## src/rtl/clk_div_pkg.sv

```systemverilog
// Shared types and constants for the programmable clock-enable generator.
package clk_div_pkg;

  typedef enum logic [1:0] {
    DIV_IDLE = 2'd0,
    DIV_RUN  = 2'd1,
    DIV_PEND = 2'd2
  } div_state_t;

  localparam int unsigned CLK_DIV_DEFAULT_W = 32;
  localparam int unsigned CLK_DIV_SYS_HZ    = 300_000_000;

endpackage

```

## src/rtl/clk_div_counter.sv

```systemverilog
// Wrapping 0..div-1 counter with terminal-count flag; held at 0 while not running.
module clk_div_counter
  import clk_div_pkg::*;
#(
  parameter int unsigned CNT_W = CLK_DIV_DEFAULT_W
) (
  input  logic             sys_clock,
  input  logic             reset_n,
  input  logic             run,
  input  logic [CNT_W-1:0] div,
  output logic [CNT_W-1:0] count,
  output logic             tc_c
);

  assign tc_c = (count == (div - CNT_W'(1)));

  always_ff @(posedge sys_clock) begin
    if (!reset_n || !run) begin
      count <= '0;
    end else if (tc_c) begin
      count <= '0;
    end else begin
      count <= count + CNT_W'(1);
    end
  end

endmodule

```

## src/rtl/clock_enable_gen.sv

```systemverilog
// Runtime-programmable clock-enable generator with shadowed divisor reload.
// Optional legacy divided-clock output enabled by CLKEN_DIVCLK_OUT_EN.
module clock_enable_gen
  import clk_div_pkg::*;
#(
  parameter int unsigned     CNT_W       = CLK_DIV_DEFAULT_W,
  parameter longint unsigned DEFAULT_DIV = 64'd75_000_000
) (
  input  logic             sys_clock,
  input  logic             reset_n,
  input  logic             enable,
  input  logic [CNT_W-1:0] div_value,
  input  logic             div_load,
  output logic             div_ack,
  output logic             div_busy,
  output logic             div_err,
  output logic             ce_out
`ifdef CLKEN_DIVCLK_OUT_EN
  ,
  output logic             divided_clock
`endif
);

  if ((DEFAULT_DIV == 64'd0) || (DEFAULT_DIV > ((64'd1 << CNT_W) - 64'd1))) begin : g_bad_default
    $error("clock_enable_gen: DEFAULT_DIV outside 1 .. 2^CNT_W-1");
  end

  div_state_t       state, state_d;
  logic [CNT_W-1:0] active_div, active_d;
  logic [CNT_W-1:0] shadow, shadow_d;
  logic [CNT_W-1:0] count;
  logic             tc_c;
  logic             ack_d, busy_d, err_d;
  logic             err_pend, err_pend_d;
  logic             load_ok, load_zero, err_c;

  clk_div_counter #(.CNT_W(CNT_W)) u_cnt (
    .sys_clock (sys_clock),
    .reset_n   (reset_n),
    .run       (enable),
    .div       (active_div),
    .count     (count),
    .tc_c      (tc_c)
  );

  // Next-state, divisor/shadow update and handshake pulses
  always_comb begin
    state_d    = state;
    active_d   = active_div;
    shadow_d   = shadow;
    ack_d      = 1'b0;
    load_ok    = div_load && (div_value != '0);
    load_zero  = div_load && (div_value == '0);
    case (state)
      DIV_IDLE: begin
        if (load_ok) begin
          active_d = div_value;
          ack_d    = 1'b1;
        end
        if (enable) state_d = DIV_RUN;
      end
      DIV_RUN: begin
        if (!enable) begin
          state_d = DIV_IDLE;
          if (load_ok) begin
            active_d = div_value;
            ack_d    = 1'b1;
          end
        end else if (load_ok) begin
          shadow_d = div_value;
          state_d  = DIV_PEND;
        end
      end
      DIV_PEND: begin
        if (!enable) begin
          active_d = load_ok ? div_value : shadow;
          ack_d    = 1'b1;
          state_d  = DIV_IDLE;
        end else begin
          if (tc_c) begin
            active_d = shadow;
            ack_d    = 1'b1;
            state_d  = DIV_RUN;
          end
          // a load landing on the boundary waits for the next one
          if (load_ok) begin
            shadow_d = div_value;
            state_d  = DIV_PEND;
          end
        end
      end
      default: state_d = DIV_IDLE;
    endcase
    busy_d     = (state_d == DIV_PEND);
    // an error colliding with an ack is deferred one cycle so they never overlap
    err_c      = load_zero | err_pend;
    err_d      = err_c & ~ack_d;
    err_pend_d = err_c & ack_d;
  end

  always_ff @(posedge sys_clock) begin
    if (!reset_n) begin
      state      <= DIV_IDLE;
      active_div <= CNT_W'(DEFAULT_DIV);
      shadow     <= '0;
      div_ack    <= 1'b0;
      div_busy   <= 1'b0;
      div_err    <= 1'b0;
      err_pend   <= 1'b0;
      ce_out     <= 1'b0;
    end else begin
      state      <= state_d;
      active_div <= active_d;
      shadow     <= shadow_d;
      div_ack    <= ack_d;
      div_busy   <= busy_d;
      div_err    <= err_d;
      err_pend   <= err_pend_d;
      ce_out     <= enable & tc_c;
    end
  end

`ifdef CLKEN_DIVCLK_OUT_EN
  always_ff @(posedge sys_clock) begin
    if (!reset_n) begin
      divided_clock <= 1'b0;
    end else if (enable && tc_c) begin
      divided_clock <= ~divided_clock;
    end
  end
`endif

endmodule

```

## config.mk

```make
export PLATFORM = sky130hd
export DESIGN_NAME = clock_enable_gen
export DESIGN_NICKNAME = d
export VERILOG_FILES = /design/src/rtl/clk_div_pkg.sv /design/src/rtl/clk_div_counter.sv /design/src/rtl/clock_enable_gen.sv
export SDC_FILE = /design/constraint.sdc
export NUM_CORES = 1
export LEC_CHECK = 0
export CAP_MARGIN = 20
export CORE_UTILIZATION = 40
export DETAILED_ROUTE_END_ITERATION = 16
export PLACE_DENSITY = 0.69
export SLEW_MARGIN = 30
export SYNTH_ARGS = -nofsm -noshare
export SYNTH_HDL_FRONTEND = slang
export SYNTH_SLANG_ARGS = --single-unit
export TNS_END_PERCENT = 30
```

## constraint.sdc

```tcl
create_clock -name sys_clock -period 5.25 [get_ports sys_clock]
set_clock_uncertainty 0.05 [all_clocks]
set_input_delay 0.7875 -clock sys_clock [delete_from_list [all_inputs] [get_ports sys_clock]]
set_output_delay 0.7875 -clock sys_clock [all_outputs]
set_load 0.02 [all_outputs]
```

# After elaboration in Yosys (flattened, before gate mapping)
# Index checks and enable logic that the tools add are counted.
[op_classes]
n_addsub = 2
n_eq_ne = 6
muxes = 18
bitwise = 5
reduce_logical = 13
[ops]
columns = ["operator", "count"]
rows = [
  ["$mux W32", 5],
  ["$pmux W32 S3", 1],
  ["$add A32 B1 Y32 const B", 1],
  ["$eq A32 B32 Y1", 1],
  ["$logic_not A32 Y1", 1],
  ["$reduce_bool A32 Y1", 1],
  ["$sub A32 B1 Y32 const B", 1],
  ["$mux W2", 6],
  ["$pmux W2 S3", 1],
  ["$eq A2 B2 Y1 const B", 2],
  ["$mux W1", 4],
  ["$reduce_or A2 Y1", 2],
  ["$and A1 B1 Y1", 3],
  ["$ne A3 B3 Y1 const B", 1],
  ["$pmux W1 S3", 1],
  ["$reduce_and A3 Y1", 1],
  ["$reduce_bool A3 Y1", 1],
  ["$eq A2 B1 Y1 const B", 1],
  ["$logic_and A1 B1 Y1", 2],
  ["$logic_not A1 Y1", 2],
  ["$logic_not A2 Y1", 1],
  ["$ne A2 B2 Y1 const B", 1],
  ["$reduce_and A2 Y1", 1],
  ["$logic_or A1 B1 Y1", 1],
  ["2 further kinds", 2],
]
[word_totals]
regBits = 103
in_bits = 36
out_inout_bits = 4
elab_cells = 53

# Depth between registers and ports, before layout
# Gate-level depths: netlist of run 1.
[depth]
ltp_word = 7
depth_mapped = 14

# Hierarchy
# A second synthesis of run 1 with hierarchy kept.
[unflattened]
cells_unflattened = 717
hier_area_um2 = 6073.3
[by_module_without_submodules]
columns = ["mod", "instances", "cells_per_inst", "area_each_um2"]
rows = [
  ["clock_enable_gen", 1, 397, 3398.3],
  ["clk_div_counter", 1, 320, 2675.1],
]

# Least setup slack after synthesis of run 1
# Ideal clock, no wire load.
[synth_path]
path_type = "register to register"
from = "register active_div[0]"
to = "register u_cnt.count[16]"
setup_time_ps = 132
arrival_ps = 2977
t_required_ps = 5068
setup_slack_ps = 2091
stages_incl_launch_ff = 15
path_buffers = 4
period_less_slack_ps = 3159
cell_sequence = "dfxtp_1 > inv_1 > ha_1 > or3b_1 > a211o_1 > a211o_1 > a2111o_1 > a2111oi_2 > and4_1 > buf_4 > and2_1 > buf_4 > buf_6 > buf_6 > nor3_1"
[synth_between]
elab_chain_len = 3
[synth_rtl]
columns = ["element", "line_no", "text"]
rows = [
  ["start: declaration", "clock_enable_gen.sv:29", "logic [CNT_W-1:0] active_div, active_d;"],
  ["start signal: assignment", "clock_enable_gen.sv:104", "active_div <= CNT_W'(DEFAULT_DIV);"],
  ["start signal: assignment", "clock_enable_gen.sv:113", "active_div <= active_d;"],
  ["$sub A32 B1 Y32", "clk_div_counter.sv:15", "assign tc_c = (count == (div - CNT_W'(1)));"],
  ["$eq A32 B32 Y1", "clk_div_counter.sv:15", ""],
  ["$reduce_or A2 Y1 (no source line)", "n/a", ""],
  ["end signal: assignment", "clk_div_counter.sv:23", "count <= count + CNT_W'(1);"],
  ["end: declaration", "clk_div_counter.sv:11", "output logic [CNT_W-1:0] count,"],
]
# No other way between the ends.
# A chain may end at the register's enable or synchronous reset.

# Worst setup path after layout of run 1
[layout_path]
from = "register active_div[9]"
to = "register active_div[6]"
[layout_between]
elab_chain_len = 4
[layout_rtl]
columns = ["element", "line_no"]
rows = [
  ["$sub A32 B1 Y32", "clk_div_counter.sv:15"],
  ["$eq A32 B32 Y1", "clk_div_counter.sv:15"],
  ["$ne A3 B3 Y1 (no source line)", "n/a"],
  ["$reduce_and A3 Y1 (no source line)", "n/a"],
]
# No other way between the ends.

==> impl.org, run 1 <==
** Timing
- Number of failing setup endpoints in the final timing report :: 0
- The worst pin sits at a relative slew slack of 0.583.
- Worst hold slack :: 0.404 ns
- Maximum operating frequency :: 266 MHz
- For the pin with the worst max-slew slack, the measured transition is 0.623 ns.
- The number of endpoints with negative hold slack in the final report was 0.
- Of the available clock period, the critical path in the final layout requires 0.717.
- After routing, the total negative slack on setup checks comes to 0 ns.
- Crit path time final :: 3.76 ns
- Unrepaired setup endpoints after global routing :: no
- Max-slew violation total from the final report :: 0

** Power
- Static leakage :: roughly 0.0025 uW
- The share of total power dissipated in combinational logic is 0.170.
- NetSw :: 543 uW
- Of the total power, registers draw 0.472.
- Power density over the cells :: 257 nW/um^2
- Switching part of the total power :: 0.296
- Peak supply drop :: 0.170 mV
- The internal power of the cells totals 1290 uW.
- Clock share of power :: 0.358

** Placed design
- The congestion estimate from routability-driven global placement came to roughly 0.91.
- Total half-perimeter wirelength after legalization and detailed placement :: about 11000 microns
- Port-buffer cells :: 39

** GRT
- The initial antenna violation count was 0.
- For this run the aggregate overflow at the end of global routing stands at 0.
- Global-route track usage on met2 :: 0.300
- Fraction of met3 tracks used by global routing :: 0.0359
- Vias in the first global route :: between 5000 and 6000
- Busiest layer in global routing :: met2
- Pin count of the biggest net entering global routing :: 42
- First-pass GRT wire length :: between 20000 and 30000 microns
- For this run, the total global-route usage over all layers was measured as 0.204.
- Global Route met1 Usage :: 0.299

** Clocking
- Number of levels the H-tree was split into :: 3
- The clock net in this run drives a total of 103 sinks.
- # hold bufs at CTS :: 0
- The clock reaches the later pin of the worst-skew pair after approximately 0.36 ns.
- Maximum buffer depth of the clock tree :: 2
- TritonCTS built the clock tree.
- Clock tree synthesis inserted a total of 9 buffers.
- Once the clock tree was built, the resizer swapped 0 gates to a different size.
- Clock-pin slew was measured on the worst setup and hold paths at approximately 0.070 ns.
- Buffer type at the clock tree root :: sky130_fd_sc_hd__clkbuf_16
- Post-CTS setup-driven buffer insertion count :: 0

** Critical path
- Arrival @ worst endpoint :: 3.95 ns
- Data on the critical path is required at its endpoint by 5.43 ns.
- Critical path startpoint category :: flip-flop
- Class of the most critical setup path :: flip-flop to flip-flop
- Max Fanout on Critical Path :: 41
- The worst setup path is captured at a flip-flop.

** Floorplanning
- From bottom edge to top edge, the die measures about 130 microns.
- In this run the standard cell core region covers 15400 sq um.
- I/O pin count :: 40
- Total die area :: 16400 sq um
- Measured along the x axis, the die boundary spans 128 microns.
- The initial utilization of the core area, before any placement, comes to 0.413.
- Row count :: 45

** Yosys
- Synth warnings :: 0
- The number of different library cells used by synthesis comes to between 60 and 70.
- Top cell types by occurrence after synthesis :: sky130_fd_sc_hd__nand2_1, sky130_fd_sc_hd__dfxtp_1, sky130_fd_sc_hd__nor2_1, sky130_fd_sc_hd__clkbuf_1, sky130_fd_sc_hd__nor3_1
- Counting flops with an async set or reset pin after synthesis yields a share of 0.
- The share of synthesized area in the top cell type comes to 0.324.
- Most common flop cell mapped by yosys :: sky130_fd_sc_hd__dfxtp_1
- Ranked by total cell area, the synthesized netlist is headed by sky130_fd_sc_hd__dfxtp_1, sky130_fd_sc_hd__nand2_1, sky130_fd_sc_hd__xnor2_1, sky130_fd_sc_hd__xor2_1, sky130_fd_sc_hd__a211oi_1.
- Averaged over all synthesized cells, the footprint is 7.99 sq um.
- Of the synthesized area, sequential elements account for 0.324.
- Register bit count reported by yosys :: 103
- Synthesis produced a netlist with a net count of around 840.
- In this run the cell area of the synthesized design comes to approximately 6400 sq um.
- The synthesized design spends more area on one cell type than any other, namely sky130_fd_sc_hd__dfxtp_1.
- Most instantiated library cell after synthesis :: sky130_fd_sc_hd__nand2_1
- The synthesized design contains 0 enable-type register cells.
- Instance count of the mapped netlist :: around 800

** Finish
- The net count of the finished layout is 834.
- Number of inserted filler cells in the final layout :: roughly 1500
- Area of the multi-input gates :: between 3000 and 4000 sq um
- Antenna cell count :: 0
- The area growth from synthesis to layout is 12.2%.
- Fraction of layout cells with a size suffix above 1 :: 0.0753
- Area used by sequential logic in the layout :: 2060 sq um

** Route
- For this run, design rule violations remaining after detail routing come to 0.
- After detailed routing, the total wire length is 16200 microns.
- ANT nets after route :: 0
- Post-detailed-route via-to-cell ratio :: 5.78
- Vias post-DR :: around 6000
- Wire length per cell :: roughly 16 microns
- The first TritonRoute pass finished after 5 iterations.
- In this run, the number of DRC markers left after iteration 0 of detailed routing was approximately 490.

** Job
- Max-cap violations in this run came to 0.

** Status
- The flow ran to the end, and the final reports show no timing, DRC or antenna violations.

** Worst hold path
- The path class of the tightest hold or removal check is flip-flop to flip-flop.
==> cell families (layout without fill, tap and decap cells) <==
logic type               Yosys count  in the layout  synth area share
AO/OA/AOI/OAI                    191            191             0.218
XOR/XNOR                          65             65            0.0896
adder cells (fa/ha/maj)            6              6            0.0118
buffers and inverters             81             83            0.0561
flip-flops                       103            103             0.324
multiplexers                      35             35            0.0573
AND/OR/NAND/NOR                  314            314             0.243
==> flip-flops by register name, indices dropped and copies added, names as in the netlist <==
signal       count
div_err          1
ce_out           1
active_div      32
err_pend         1
u_cnt.count     32
state            2
div_busy         1
div_ack          1
shadow          32
==> layout by cell type, fill, tap and decap left out, drive strengths merged, types with 5 or more instances in the layout <==
| cell type | count |
|---|---|
| nor4 | 21 |
| o22ai | 20 |
| o21ai | 11 |
| a211oi | 33 |
| and4 | 11 |
| or2 | 5 |
| mux2 | 11 |
| buf | 16 |
| or4 | 6 |
| a2111oi | 14 |
| ha | 6 |
| clkdlybuf4s50 | 39 |
| nor2 | 56 |
| xor2 | 30 |
| a31oi | 7 |
| dfxtp | 103 |
| and3 | 6 |
| o32ai | 13 |
| clkbuf | 11 |
| xnor2 | 35 |
| nand4 | 8 |
| nand3 | 19 |
| inv | 14 |
| nor3 | 50 |
| nand2 | 109 |
| a21oi | 44 |
| a211o | 25 |
| mux2i | 24 |
==> cell type report <==
class	instances	share of cell area
multi-input combinational	611	0.554
sequential	103	0.289
timing repair buffer	55	0.0734
tap	211	0.0370
clock buffer	11	0.0340
inverter	12	0.00632
clock inverter	5	0.00562
==> critical path: stages, from the launching register on <==
cell                       delay, ns
sky130_fd_sc_hd__dfxtp_1        0.37
sky130_fd_sc_hd__nor3_2         0.52
sky130_fd_sc_hd__nand4_1        0.55
sky130_fd_sc_hd__nor3_1         0.42
sky130_fd_sc_hd__mux2_2         0.37
sky130_fd_sc_hd__o21ai_0        0.16
sky130_fd_sc_hd__and4b_1        0.23
sky130_fd_sc_hd__and2_2         0.54
sky130_fd_sc_hd__buf_12         0.29
sky130_fd_sc_hd__a211oi_1       0.10
==> per-layer routing <==
layer / wire, microns / share of wire
met5: 0 / 0
met4: 272 / 0.017
met3: 835 / 0.052
met2: 6920 / 0.43
met1: 8120 / 0.50
==> per-stage QoR <==
| step | setup slack [ns] | instance area, sq um | std cells | util | power (uW) |
|---|---|---|---|---|---|
| detailed placement | 1.51 | 6850 | 992 | 0.445 | 1190 |
| finish | 1.49 | 7130 | 1008 | 0.464 | 1840 |
| CTS | 1.50 | 7130 | 1008 | 0.464 | 1850 |
| global placement | 1.60 | 6850 | 992 | 0.445 | 1190 |
| global route | 1.14 | 7130 | 1008 | 0.464 | 1920 |
| floorplan | 2.09 | 6350 | 795 | - | 1090 |
==> power groups by stage <==
stage | Combinational, uW | Clock (uW) | Sequential (uW)
finish | 312 | 658 | 866
floorplan | 226 | 0 | 863
detailed placement | 308 | 0 | 883
global route | 341 | 708 | 872
global placement | 308 | 0 | 882
CTS | 310 | 672 | 865
==> worst paths after layout <==
| path | slack (ns) | cells past startpoint | startpoint | end |
|---|---|---|---|---|
| hold reg to reg | 0.40 | 2 | shadow[13] | shadow[13] |
| setup / recovery | 1.49 | 9 | active_div[9] | active_div[6] |
| setup reg to reg | 1.49 | 9 | active_div[9] | active_div[6] |
| hold / removal | 0.40 | 2 | shadow[13] | shadow[13] |
(Power assumes the default switching activity.)
==> inputs of run 2 (changes only) <==
- clock period: 5.25 -> 3.7 ns (I/O delays scaled with it)
==> run 2 against run 1 <==
  * Fmax increased by 7.7%
  * Critical path depth increased by 2
  * Non-clock buffer count increased by 13
  * Global-route usage increased by 0.14 points
  * Register-to-register slack got worse by 1.3 ns
  * Core utilization increased by 0.86 points
  * Die area unchanged
  * Cell area increased by 1.9%
  * Final cell count increased by 1.3%
==> impl.org, run 2 (synthesis results as in run 1) <==
** Route
- After detailed routing, the average wire length per cell comes to 16.1 microns.
- The routed design has 16400 microns of wire.
- The routed layout has 5934 vias.
- In the routed design, unresolved DRC markers number 0.
- In this run the remaining antenna-violating nets after routing total 0.
- The first routing iteration left approximately 510 violations.
- After detailed routing, the number of vias per cell comes to 5.81.
- First-pass iteration count of the detailed router :: 5

** Critical path
- At the worst endpoint, the required time is 3.90 ns.
- Category of the worst setup path capture point :: flip-flop
- The setup path with the least slack is of type flip-flop to flip-flop.
- Arrival @ worst endpoint :: 3.69 ns
- In this run the worst path has a maximum fanout of 15.
- STA classifies the critical path startpoint as a flip-flop.

** GRT
- First-pass GRT wire length :: approximately 27000 microns
- The initial antenna violation count is 0.
- Pin count of the biggest net entering global routing :: 45
- Gr usage total :: 0.205
- Global routing finished with a remaining overflow of 0.
- Vias in the first global route :: 5283

** Timing
- Worst hold slack :: 0.406 ns
- Final setup TNS :: 0 ns
- Based on the critical path, the design can be clocked at up to 286 MHz.
- The worst pin sits at a relative slew slack of 0.451.
- Crit path time final :: 3.50 ns
- The number of endpoints with negative hold slack in the final report was 0.
- Of the available clock period, the critical path in the final layout requires 0.945.
- At the pin with the least slew margin, the transition time is 0.823 ns.
- Number of failing setup endpoints in the final timing report :: 0
- Setup repair after global routing left no endpoint under its margin.
- The max-slew violation count came to 0.

** Job
- The tool flagged a number of max-cap violations equal to 0.

** Floorplanning
- Row count :: 45
- The die covers 16400 sq um.
- Core region area :: 15400 sq um
- Starting utilization of the core area :: 0.413
- Die Y :: 128 microns
- For this design the top-level I/O count stands at 40.
- Die span in x :: 128 microns

** Finish
- Most common cell after layout, fill and taps aside :: sky130_fd_sc_hd__nand2_1
- The library cells used most frequently in the layout, excluding fill and tap cells, are sky130_fd_sc_hd__nand2_1, sky130_fd_sc_hd__dfxtp_1, sky130_fd_sc_hd__nor2_1.
- The repair_antennas step left the layout with diodes totalling 0.
- Of the cells placed in the final design, the portion with a size suffix greater than 1 is 0.0914.
- From synthesis to final layout, the design area changed by 14.3%.
- Net count reported at finish :: 847
- The largest registers in the layout are active_div (32), shadow (32), u_cnt.count (32).

** Power
- For this design the static power due to leakage is 0.00260 uW.
- Power density over the cells :: 367 nW/um^2
- Tot Pwr :: 2670 uW
- IR analysis of the VDD net gives a maximum drop of 0.256 mV.

** Clocking
- The clock passes through at most 2 buffers.
- Buffers inserted to repair hold after CTS numbered 0.
- Clock network latency to the later pin of the worst-skew pair :: 0.36 ns
- Number of clock buffers inserted by TritonCTS :: 9
- Number of levels the H-tree was split into :: 3
- Post-CTS setup-driven buffer insertion count :: 0
- Clock transition at the register clock pins on the worst setup and hold paths after CTS :: 0.07 ns
- Num Clock Sinks :: between 100 and 150
- Once the clock tree was built, the resizer swapped 0 gates to a different size.
- Clock tree synthesis selected as its root buffer the cell sky130_fd_sc_hd__clkbuf_16.
- TritonCTS built the clock tree.

** Status
- The flow ran to the end, and the final reports show no timing, DRC or antenna violations.

** Placed design
- Final GP Congestion :: 0.882
- Input and output buffers added on the ports amount to 39.
- The HPWL after detailed placement is between 10000 and 15000 microns.

** Worst hold path
- In this run the worst hold path is classified as flip-flop to flip-flop.
-- run 2: changes by cell type in the layout (fill, tap and decap cells not counted), sizes merged --
cell and delta:
clkbuf +1, buf +13, inv -1
-- run 2: final cells by class --
class / instances / area, sq um
well taps: 211 / 264
clock buffers: 12 / 267
multi-input cells: 611 / 3950
fillers: 1515 / 8110
flip-flops and latches: 103 / 2060
clock inverters: 4 / 37.5
inverters: 12 / 45.0
repair buffers: 68 / 633
-- run 2: per-stage QoR --
step	setup slack, ns	util	area (sq um)	cells
5_1_grt	0.0300	0.472	7260	1021
4_1_cts	0.197	0.472	7260	1021
2_1_floorplan	0.541	-	6350	795
3_3_place_gp	0.280	0.453	6960	1005
3_5_place_dp	0.253	0.453	6960	1005
6_report	0.204	0.472	7260	1021
-- run 2: where the power goes --
part / internal (uW) / switching, uW / leakage (uW)
registers: 1160 / 70.8 / 0.000838
clock network: 521 / 458 / 0.000151
logic: 204 / 256 / 0.00162
total: 1880 / 785 / 0.00260
-- run 2: critical path, cell delays in order (launching register included) --
cell and delay [ns]:
sky130_fd_sc_hd__dfxtp_1 0.36, sky130_fd_sc_hd__inv_1 0.08, sky130_fd_sc_hd__ha_1 0.28, sky130_fd_sc_hd__or3b_1 0.44, sky130_fd_sc_hd__a211o_1 0.33, sky130_fd_sc_hd__a211o_1 0.23, sky130_fd_sc_hd__a2111o_1 0.36, sky130_fd_sc_hd__a2111oi_2 0.27
sky130_fd_sc_hd__and4_1 0.33, sky130_fd_sc_hd__buf_4 0.24, sky130_fd_sc_hd__a2111oi_0 0.12, sky130_fd_sc_hd__a211o_1 0.31
-- run 2: final timing paths --
kind / to / slack (ns) / depth (start not counted) / from
setup / recovery: active_div[27] / 0.20 / 11 / active_div[0]
hold / removal: shadow[21] / 0.41 / 2 / shadow[21]
setup reg to reg: active_div[27] / 0.20 / 11 / active_div[0]
hold reg to reg: shadow[21] / 0.41 / 2 / shadow[21]
-- run 2: metal layers --
metal / vias up / part of all wire / track usage
met3: 23 / 0.042 / 0.0296
met2: 157 / 0.45 / 0.314
met4: 0 / 0.020 / 0.0754
li1: 2959 / - / -
met5: - / 0 / 0
met1: 2795 / 0.49 / 0.292
==> variant 1 (settings of run 2) <==
Build with the macro `CLKEN_DIVCLK_OUT_EN` defined.
--- a/src/rtl/clock_enable_gen.sv
+++ b/src/rtl/clock_enable_gen.sv
@@ -1,5 +1,7 @@
 // Runtime-programmable clock-enable generator with shadowed divisor reload.
 // Optional legacy divided-clock output enabled by CLKEN_DIVCLK_OUT_EN.
+`define CLKEN_DIVCLK_OUT_EN
+
 module clock_enable_gen
   import clk_div_pkg::*;
 #(
Formal check against the unedited RTL (old outputs only; new: divided_clock): equivalent (equiv_simple and equiv_induct, registers matched by name and starting in step).
==> variant 1 against run 2 <==
Setup slack improved by 0.026 ns; area after synthesis shrank 11%; non-clock buffer count decreased by 5; routed wire length shrank 14%; clock power fell by 6.1%; sequential cell count rose by 1; worst hold slack got worse by 0.0020 ns; combinational power about the same; synthesized cell count shrank 15%; final area decreased by 8.7%; critical path type unchanged; via count decreased by 17%; largest power group unchanged; power shrank 2.0%.
==> variant 1: results (changes against run 2) <==
* Worst skew pair latency at 0.35 ns
* WL per Instance at 15.8 um (was 16.1 um)
* Asr flop ratio synth at 0% (unchanged)
* First-pass GRT wire length at 22,600 um (was 27,000 um)
* Nets at 756 (was 847)
* ANT cells at 0 (unchanged)
* LEAKAGE at 0.00245 uW (was 0.00260 uW)
* Switching power at 769 uW (was 785 uW)
* Clk slew on worst S/H paths at 0.08 ns
* Syn Area/Cell at 8.39 sq um (was 7.99 sq um)
* Met2 wire len at 6580 um (was 7350 um)
* GRT Resource Usage Total at 19.6% (was 20.5%)
* Top post-synthesis cells by count: dfxtp_1 (104), nor2_1 (87), nand2_1 (80) (was nand2_1 (109), dfxtp_1 (103), nor2_1 (55))
* Layout cell share with drive strength beyond 1 at 9.75% (was 9.14%)
* Antenna violations before repair at 0 (unchanged)
* Sequential area share after synthesis at 36.7% (was 32.4%)
* H-tree depth at 3 (unchanged)
* Root buffer cell: clkbuf_16 (unchanged)
* Setup Fix Bufs, Post-CTS at 0 (unchanged)
* Worst-path maximum fanout at 32 (was 15)
* Status: completed (unchanged)
* Via count at 4,914 (was 5,934)
* Number of global-route vias before repair at 4,513 (was 5,283)
* Input/output buffers at 40 (was 39)
* Placed Cells at 882 (was 1,005)
* Syn_nets at 719 (was 837)
* Routability cong. at 0.891 (was 0.882)
* Slew HR at 52.4% (was 45.1%)
* WL final at 14,200 um (was 16,400 um)
* Most area-consuming cells after synthesis: dfxtp_1 (37%), xnor2_1 (6.5%), mux2i_1 (6.3%) (was dfxtp_1 (32%), nand2_1 (6.4%), xnor2_1 (4.8%))
* Max VDD drop at 0.198 mV (was 0.256 mV)
* Critical path data arrival time at 3.69 ns (about the same)
* First DRT Iteration DRCs at 267 (was 508)
* Pre-CTS WS at 0.173 ns (was 0.253 ns)
* Met3 routed WL at 511 um (was 684 um)
* Largest net degree at the start of global routing at 65 (was 45)
* DPL Wire Length at 10,500 um (was 11,500 um)
* Cell variety after synth at 56 (was 65)
* Largest regs: active_div: 32 flops, shadow: 32 flops, u_cnt.count: 32 flops (unchanged)
* Met1 WL at 6790 um (was 8080 um)
* Max-cap violations at 0 (unchanged)
-- variant 1: cell count changes after synthesis, sizes merged, moves of 12 or more --
cell    change
nand2      -29
mux2i      +12
clkbuf     -26
nand3      +13
a211o      -24
o22ai      -20
nor3       -37
o32ai      -13
nor2       +31
-- variant 1: critical path, stage by stage, from the launching register on --
cell,delay [ns]
dfxtp_1,0.37
or4_4,0.57
or3_1,0.47
or4_1,0.46
a21o_1,0.20
a2111oi_2,0.29
and4_1,0.25
a31o_2,0.24
buf_12,0.20
nor2_1,0.07
a211oi_2,0.21
-- variant 1: worst paths after layout --
path,slack (ns),startpoint,to,cells past startpoint
setup / recovery,0.23,active_div[10],active_div[24],10
hold / removal,0.40,shadow[12],shadow[12],2
setup reg to reg,0.23,active_div[10],active_div[24],10
hold reg to reg,0.40,shadow[12],shadow[12],2
-- variant 1: cell families (layout without fill, tap and decap cells) --
| kind of cell | count (synthesis) | in the layout | synth area share, % |
|---|---|---|---|
| buf+inv | 50 | 91 | 4.19 |
| flops | 104 | 104 | 36.7 |
| compound gates | 120 | 120 | 16.1 |
| fa+ha+maj | 6 | 6 | 1.32 |
| simple gates | 290 | 290 | 24.4 |
| xor+xnor | 71 | 71 | 10.9 |
| mux | 36 | 36 | 6.34 |
-- variant 1: final cells by class --
class	count	area, sq um
multi-input cells	523	3380
clock buffers	9	225
well taps	180	225
repair buffers	63	616
fillers	1343	7250
flip-flops and latches	104	2080
inverters	13	48.8
clock inverters	6	52.6
-- variant 1: per-stage QoR --
stage               power [uW]  cell area (sq um)
floorplan                 1560               5680
detailed placement        1710               6320
global placement          1690               6320
global route              2720               6630
CTS                       2610               6600
finish                    2620               6630
-- variant 1: per-layer routing --
| metal | GRT usage (%) | up-vias |
|---|---|---|
| met5 | 0 | - |
| met4 | 6.94 | 0 |
| met3 | 2.54 | 18 |
| met2 | 31.4 | 107 |
| met1 | 26.9 | 2325 |
| li1 | - | 2464 |
-- variant 1: power by group through the flow --
| stage | registers, uW | clock network (uW) | logic (uW) |
|---|---|---|---|
| floorplan | 1240 | 0 | 315 |
| global placement | 1260 | 0 | 435 |
| detailed placement | 1260 | 0 | 447 |
| CTS | 1230 | 927 | 450 |
| global route | 1240 | 973 | 503 |
| finish | 1240 | 919 | 461 |
==> variant 2 (settings of run 2) <==
Without the edit above. Re-encode `div_state_t` (3 states) as one-hot, 3 bits wide.
--- a/src/rtl/clk_div_pkg.sv
+++ b/src/rtl/clk_div_pkg.sv
@@ -1,10 +1,10 @@
 // Shared types and constants for the programmable clock-enable generator.
 package clk_div_pkg;
 
-  typedef enum logic [1:0] {
-    DIV_IDLE = 2'd0,
-    DIV_RUN  = 2'd1,
-    DIV_PEND = 2'd2
+  typedef enum logic [2:0] {
+    DIV_IDLE = 3'b001,
+    DIV_RUN  = 3'b010,
+    DIV_PEND = 3'b100
   } div_state_t;
 
   localparam int unsigned CLK_DIV_DEFAULT_W = 32;
Behaviour: no difference found for any inputs over 4 cycles, from zero or initial values and one cycle with reset_n low; so few cycles prove little.
==> variant 2 against run 2 <==
Count of clock-buffer cells in the layout down 3; sequential power is 3% lower; maximum frequency grew 0.98%; sequential cell count rose by 1; area after synthesis shrank 4.2%; setup slack improved by 0.034 ns; cell count fell by 9.6%; final area is 1.9% lower; largest power group unchanged; power grew 0.53%; critical path depth shrank 2; routed wire length decreased by 18%; non-clock buffer count is 4 lower.
==> variant 2: results (changes against run 2) <==
* Area of the multi-input gates at 0.00382 sq mm (was 0.00395 sq mm)
* First DRT Iteration DRCs at 151 (was 508)
* # clk buffers at 9 (was 12)
* First-pass GRT wire length at 22,400 um (was 27,000 um)
* Crit path max-delay family: simple AND/OR/NAND/NOR gates (was compound AO/OA/AOI/OAI gates)
* Reg2reg path depth at 9 (was 11)
* DPL Wire Length at 9830 um (was 11,500 um)
* Complex-gate fraction of the synthesized area at 7.59% (was 21.8%)
* Max VDD drop at 0.236 mV (was 0.256 mV)
* Routability cong. at 0.943 (was 0.882)
* Most area-consuming cells after synthesis: dfxtp_1 (34%), mux2i_1 (11%), nand2_1 (5.2%) (was dfxtp_1 (32%), nand2_1 (6.4%), xnor2_1 (4.8%))
* Met2 wire len at 5730 um (was 7350 um)
* Post-synthesis register bit count at 104 (was 103)
* Die W at 125 um (was 128 um)
* Least-Margin Pin Slew at 0.693 ns (was 0.823 ns)
* Number of global-route vias before repair at 4,496 (was 5,283)
* Switching power at 678 uW (was 785 uW)
* Status: completed (unchanged)
* Hold Path Sink: active_div[31] (was shadow[21])
* Comb pwr share at 13.4% (was 17.3%)
* ClkCell Share at 4.94% (was 4.19%)
* GRT Resource Usage Total at 17.6% (was 20.5%)
* Placed Cells at 907 (was 1,005)
* Adder-cell share of the synthesized area at 0.411% (was 1.18%)
* Vias/cell at 5.35 (was 5.81)
* Syn_nets at 738 (was 837)
* Non-clk buf share at 8.57% (was 8.72%)
* Critical path data arrival time at 3.66 ns (was 3.69 ns)
* WL final at 13,500 um (was 16,400 um)
* Layout Cells excl Fill at 923 (was 1,021)
* #MultiIn Comb at 548 (was 611)
* Post-Synthesis Cells at 700 (was 795)
* Worst-path maximum fanout at 13 (was 15)
* Hold_sp: active_div[31] (was shadow[21])
* Seq area share at 29.2% (was 28.4%)
* Sequential area share after synthesis at 34.2% (was 32.4%)
* Inverters excl. clock at 7 (was 12)
* Met3 routed WL at 591 um (was 684 um)
* Final core occ at 48.4% (was 47.2%)
* LEAKAGE at 0.00256 uW (was 0.00260 uW)
* Layout cell share with drive strength beyond 1 at 12.9% (was 9.14%)
* R2r setup slk at 0.24 ns (was 0.20 ns)
* Mux share of post-synthesis cell area at 16.8% (was 5.73%)
* Area after DPL at 0.00676 sq mm (was 0.00696 sq mm)
* Nets at 772 (was 847)
* Cell variety after synth at 74 (was 65)
-- variant 2: cell count changes after synthesis, sizes merged, moves of 13 or more --
cell / run 2 / this run
a211o: 25 / 1
o22ai: 20 / 3
nor2b: 4 / 41
a2111oi: 14 / 0
mux2i: 24 / 64
nand2: 109 / 85
buf: 18 / 5
nor3: 50 / 11
a21oi: 44 / 10
mux2: 11 / 32
clkbuf: 51 / 36
a211oi: 33 / 1
-- variant 2: layer usage --
metal	track usage [%]	vias up
li1	-	2539
met1	25.7	2268
met2	25.7	110
met3	3.04	17
met4	6.74	0
met5	0	-
-- variant 2: worst max-delay path by stage --
stage / from / end / slack (ns) / depth (start not counted)
6_report: active_div[2] / active_div[7] / 0.24 / 9
5_1_grt: active_div[2] / active_div[6] / 0.10 / 9
4_1_cts: active_div[2] / active_div[7] / 0.19 / 9
3_5_place_dp: active_div[2] / active_div[6] / 0.22 / 9
3_3_place_gp: active_div[2] / active_div[6] / 0.26 / 9
2_1_floorplan: active_div[0] / active_div[19] / 0.07 / 14
